<file path="src/rtl/rsa_job_sequencer.sv">
// rsa_job_sequencer: runs one encrypt/decrypt job through an RSA control core.
// Optional per-wait watchdog enabled by defining RSA_SEQ_TIMEOUT_EN.
module rsa_job_sequencer #(
    parameter int WIDTH          = 128,
    parameter int TIMEOUT_CYCLES = 65535
) (
    input  logic                 clk,
    input  logic                 reset,
    input  logic                 req_valid,
    output logic                 req_ready,
    input  logic [WIDTH-1:0]     req_p,
    input  logic [WIDTH-1:0]     req_q,
    input  logic                 req_mode,
    input  logic [2*WIDTH-1:0]   req_msg,
    output logic [WIDTH-1:0]     core_p,
    output logic [WIDTH-1:0]     core_q,
    output logic                 core_encrypt_decrypt,
    output logic [2*WIDTH-1:0]   core_msg_in,
    output logic                 core_reset_inverter,
    output logic                 core_reset_mod_exp,
    input  logic                 core_inverter_finish,
    input  logic                 core_mod_exp_finish,
    input  logic [2*WIDTH-1:0]   core_msg_out,
    output logic                 rsp_valid,
    input  logic                 rsp_ready,
    output logic [2*WIDTH-1:0]   rsp_msg,
    output logic                 rsp_timeout,
    output logic                 busy
);

    if (TIMEOUT_CYCLES < 1) begin : g_bad_timeout
        $error("TIMEOUT_CYCLES must be at least 1");
    end

    // The *_RST cycle doubles as the guard: a finish seen on its exit edge is stale.
    typedef enum logic [2:0] {
        IDLE,
        INV_RST,
        INV_WAIT,
        EXP_RST,
        EXP_WAIT,
        RESP
    } state_t;

    state_t               r_state;
    state_t               w_next;
    logic                 w_accept;
    logic                 w_fin_rsp;
    logic                 w_tmo_rsp;
    logic                 w_expired;
    logic                 r_rst_inv;
    logic                 r_rst_exp;
    logic [WIDTH-1:0]     r_p;
    logic [WIDTH-1:0]     r_q;
    logic                 r_mode;
    logic [2*WIDTH-1:0]   r_msg;
    logic [2*WIDTH-1:0]   r_rsp_msg;

`ifdef RSA_SEQ_TIMEOUT_EN
    localparam int CW = $clog2(TIMEOUT_CYCLES + 1);

    logic [CW-1:0] r_cnt;
    logic          r_timeout;

    assign w_expired = (r_state == INV_WAIT || r_state == EXP_WAIT)
                    && (r_cnt == CW'(TIMEOUT_CYCLES - 1));

    always_ff @(posedge clk or posedge reset) begin
        if (reset) begin
            r_cnt <= '0;
        end else if (w_next != r_state) begin
            r_cnt <= '0;
        end else if (r_state == INV_WAIT || r_state == EXP_WAIT) begin
            r_cnt <= r_cnt + 1'b1;
        end
    end

    always_ff @(posedge clk or posedge reset) begin
        if (reset) begin
            r_timeout <= 1'b0;
        end else if (w_fin_rsp) begin
            r_timeout <= 1'b0;
        end else if (w_tmo_rsp) begin
            r_timeout <= 1'b1;
        end
    end

    assign rsp_timeout = r_timeout;
`else
    assign w_expired   = 1'b0;
    assign rsp_timeout = 1'b0;
`endif

    assign w_accept = (r_state == IDLE) && req_valid;

    always_comb begin
        w_next    = r_state;
        w_fin_rsp = 1'b0;
        w_tmo_rsp = 1'b0;
        unique case (r_state)
            IDLE: begin
                if (req_valid) w_next = INV_RST;
            end
            INV_RST: w_next = INV_WAIT;
            INV_WAIT: begin
                if (core_inverter_finish) begin
                    w_next = EXP_RST;
                end else if (w_expired) begin
                    w_next    = RESP;
                    w_tmo_rsp = 1'b1;
                end
            end
            EXP_RST: w_next = EXP_WAIT;
            EXP_WAIT: begin
                // A finish on the expiry edge still counts as a real result.
                if (core_mod_exp_finish) begin
                    w_next    = RESP;
                    w_fin_rsp = 1'b1;
                end else if (w_expired) begin
                    w_next    = RESP;
                    w_tmo_rsp = 1'b1;
                end
            end
            RESP: begin
                if (rsp_ready) w_next = IDLE;
            end
            default: w_next = IDLE;
        endcase
    end

    always_ff @(posedge clk or posedge reset) begin
        if (reset) begin
            r_state   <= IDLE;
            r_rst_inv <= 1'b0;
            r_rst_exp <= 1'b0;
        end else begin
            r_state   <= w_next;
            r_rst_inv <= (w_next == INV_RST);
            r_rst_exp <= (w_next == EXP_RST);
        end
    end

    // Core samples operands continuously, so hold them until the next job.
    always_ff @(posedge clk or posedge reset) begin
        if (reset) begin
            r_p    <= '0;
            r_q    <= '0;
            r_mode <= 1'b0;
            r_msg  <= '0;
        end else if (w_accept) begin
            r_p    <= req_p;
            r_q    <= req_q;
            r_mode <= req_mode;
            r_msg  <= req_msg;
        end
    end

    always_ff @(posedge clk or posedge reset) begin
        if (reset) begin
            r_rsp_msg <= '0;
        end else if (w_fin_rsp) begin
            r_rsp_msg <= core_msg_out;
        end else if (w_tmo_rsp) begin
            r_rsp_msg <= '0;
        end
    end

    assign req_ready            = (r_state == IDLE);
    assign busy                 = (r_state != IDLE);
    assign rsp_valid            = (r_state == RESP);
    assign rsp_msg              = r_rsp_msg;
    assign core_p               = r_p;
    assign core_q               = r_q;
    assign core_encrypt_decrypt = r_mode;
    assign core_msg_in          = r_msg;
    assign core_reset_inverter  = r_rst_inv;
    assign core_reset_mod_exp   = r_rst_exp;

endmodule

</file>
<file path="config.mk">
export PLATFORM = sky130hd
export DESIGN_NAME = rsa_job_sequencer
export DESIGN_NICKNAME = d
export VERILOG_FILES = /design/src/rtl/rsa_job_sequencer.sv
export SDC_FILE = /design/constraint.sdc
export NUM_CORES = 1
export LEC_CHECK = 0
export ABC_AREA = 1
export BUFFER_PORTS_ARGS = -buffer_cell sky130_fd_sc_hd__buf_2
export CAP_MARGIN = 20
export CORE_AREA = 2 2 600 602
export DETAILED_ROUTE_END_ITERATION = 8
export DIE_AREA = 0 0 602 604
export HOLD_SLACK_MARGIN = 0.08
export PLACE_DENSITY_LB_ADDON = 0.3
export SLEW_MARGIN = 20
export SYNTH_ARGS = -nofsm -noshare
export SYNTH_HDL_FRONTEND = slang
export SYNTH_SLANG_ARGS = --single-unit
</file>
<file path="constraint.sdc">
create_clock -name clk -period 29.2 [get_ports clk]
set_input_delay 7.3 -clock clk [delete_from_list [all_inputs] [get_ports clk]]
set_output_delay 7.3 -clock clk [all_outputs]
set_load 0.02 [all_outputs]
</file>
==> flow_summary_export.csv <==
group,metric,value,unit
global_route,gr-usage-met2,26.1,%
timing,setup_violations,0,
global_route,busiest_layer,"met2",
routing,vias,28400,
timing,hold_slack,0.470,ns
clock_tree,numCtsBuffers,112,
timing,max_slew_margin,26.7,%
clock_tree,htreeDepth,3,
routing,remaining_drc_errors,0,
layout,fin_cells,9693,
timing,post-route-period-util,38.2,%
critical_path,cp.required,29.96,ns
placement,numPortBuffers,1548,
critical_path,cp_top_family,"buffers and inverters",
placement,place_congestion,0.905,
critical_path,slowest_stage,"buf_4",
global_route,gr-total-overflow,0,
clock_tree,cts_root_buffer,"clkbuf_16",
critical_path,startpoint_type,"input port",
pwr,p_comb_share,45.2,%
layout,fin_area,46300,sq um
placement,dp_cells,9460,
critical_path,critPathKind,"in -> reg",
routing,routed_wl,258000,microns
layout,final_util,13.0,%
timing,rsz0062_at_grt,"false",
critical_path,cp_cell_sequence,"buf_2 > nand3_4 > buf_4 > buf_4 > buf_12 > buf_4 > buf_4 > nand2_1 > nand2_1",
routing,wl_per_cell,26.6,microns
timing,tightest_slew,1.10,ns
global_route,grt_max_degree,154,
global_route,grtUsageMet1,14.1,%
timing,fmax,89.5,MHz
critical_path,cp-end-kind,"flip-flop",
logic_synthesis,synth_seq_area_share,65.6,%
timing,finalHoldViolations,0,
logic_synthesis,synthTopCellsByArea,"dfrtp_1 66%, nand2_1 23%, o21ai_0 4.3%, inv_1 3.4%, buf_2 1.5%",
critical_path,worstPathMaxFanout,143,
die,die-area,364000,sq um
critical_path,slowest_delay,0.80,ns
placement,dp_slack,17.02,ns
clock_tree,cts.repair.resized,0,
die,die_y,604,microns
pwr,max-vdd-ir-drop,0.0493,mV
routing,ant_nets,0,
logic_synthesis,synth_cells,3280,
logic_synthesis,synth.distinct_cells,17,
pwr,switching_share,48.4,%
global_route,antenna_found_initial,260,
pwr,power.internal,3.13,mW
layout,filler_cell_count,41400,
pwr,switching_power,2.94,mW
pwr,p_per_area,131,nW/um^2
timing,maxSlewViolCount,0,
timing,period_needed,11.17,ns
timing,setup_ws,18.03,ns
global_route,met3_usage,4.25,%
routing,drt-initial-drc-count,1934,
logic_synthesis,syn-num-nets,4055,
layout,final_common_cell,"nand2_1",
flow_run,drv_cap,0,
pwr,totalPowerFinal,6.07,mW
clock_tree,cts_buffer_depth,4,
global_route,grt_pass1_wl,321000,microns
logic_synthesis,ys_ff_latch,774,
pwr,p_leak,25.0,nW
global_route,track_usage,13.7,%
global_route,grt_pass1_vias,28000,
critical_path,crit_top_cell,"buf_4",
critical_path,arrival,11.93,ns
die,start_util,8.26,%
run_status,status,"completed",
layout,nets,5576,
clock_tree,tritoncts,"yes",
timing,fin_skew,0.0524,ns
critical_path,cp_num_buf_inv,6,
clock_tree,cts_setup_buffers,0,
logic_synthesis,synth.avg_cell_area,9.01,sq um
placement,dp_hpwl,219000,microns
layout,area_growth,56.9,%
routing,drt_pass1_iterations,5,
placement,post_dp_cell_area,42500,sq um
clock_tree,hold_buffers,0,
routing,routed_via_density,2.93,
timing,finalSetupTns,0,ns
die,boundaryPins,1550,
logic_synthesis,yosysWarnings,0,
logic_synthesis,netlist_area,29500,sq um
clock_tree,clock_sinks,774,
die,die_width,602,microns
logic_synthesis,yosys.area.top_type,"dfrtp_1",
pwr,clockPowerShare,23.6,%
worst_hold_path,min_path_type,"reg -> reg",
die,core-area,358000,sq um
clock_tree,insertion_delay,0.82,ns
logic_synthesis,synth_top_cell_area_share,65.6,%
layout,drive_above_1_share,36.0,%
pwr,p_seq_share,31.1,%
die,rows,220,
layout,mostFrequentLayoutCells,"1801 x nand2_1, 1548 x buf_2, 774 x dfrtp_1",
clock_tree,clk_pin_slew,0.05,ns
[cell type report]
cell class,count,area [sq um],area share [%]
multi-input combinational,2071,8150,17.6
antenna,37,92.6,0.200
clock buffer,161,3250,7.01
timing repair buffer,1578,8020,17.3
inverter,264,998,2.15
sequential,774,19400,41.8
clock inverter,35,489,1.06
tap,4773,5970,12.9
[power groups by stage]
stage                     registers (mW)  clock network, mW  logic [mW]
after floorplan                     2.52                  0       0.729
after global placement              1.90                  0        2.87
after detailed placement            1.90                  0        2.88
after CTS                           1.89               1.50        2.89
after global routing                1.96               1.53        2.97
final                               1.89               1.43        2.74
[path summary, 6_finish.rpt]
path	to	slack, ns	start	cells after the start
max	core_p[91]	18.03	req_valid	9
min	core_p[74]	0.47	core_p[74]	2
max reg2reg	core_p[91]	24.05	r_state[1]	9
min reg2reg	core_p[74]	0.47	core_p[74]	2
max in group asynchronous	rsp_msg[119]	18.90	reset	7
min in group asynchronous	core_q[64]	6.62	reset	2
[per-layer routing]
metal / vias to the layer above / routed length (microns)
li1: 13000 / -
met5: - / 772
met1: 13400 / 90500
met3: 609 / 18000
met4: 118 / 9530
met2: 1343 / 139000
[worst min-delay path, stage by stage (launching register included)]
cell and delay [ns]:
dfrtp_1 0.33, nand2_1 0.05, nand2_1 0.06
[kinds of logic after synthesis]
logic type,after synthesis,share of synthesized area [%]
flip-flops,774,65.6
buffers and inverters,435,6.93
other,1,0.0127
AO/OA/AOI/OAI,256,4.34
AND/OR/NAND/NOR,1814,23.1
[cell usage after synthesis]
library cell / n
nand2_1: 1801
dfrtp_1: 774
inv_1: 264
o21ai_0: 256
buf_2: 89
clkbuf_1: 35
buf_6: 32
buf_4: 14
nand3_1: 5
nor2_1: 3
buf_8: 1
conb_1: 1
nand2_2: 1
nand3_2: 1
nor2_2: 1
nor2_4: 1
or2_2: 1
[state kept, by name, indices dropped and copies added (netlist names)]
| signal | count |
|---|---|
| core_q | 128 |
| core_reset_mod_exp | 1 |
| core_msg_in | 256 |
| core_encrypt_decrypt | 1 |
| core_reset_inverter | 1 |
| rsp_msg | 256 |
| r_state | 3 |
| core_p | 128 |
No activity file was read; power rests on OpenSTA's default activity.
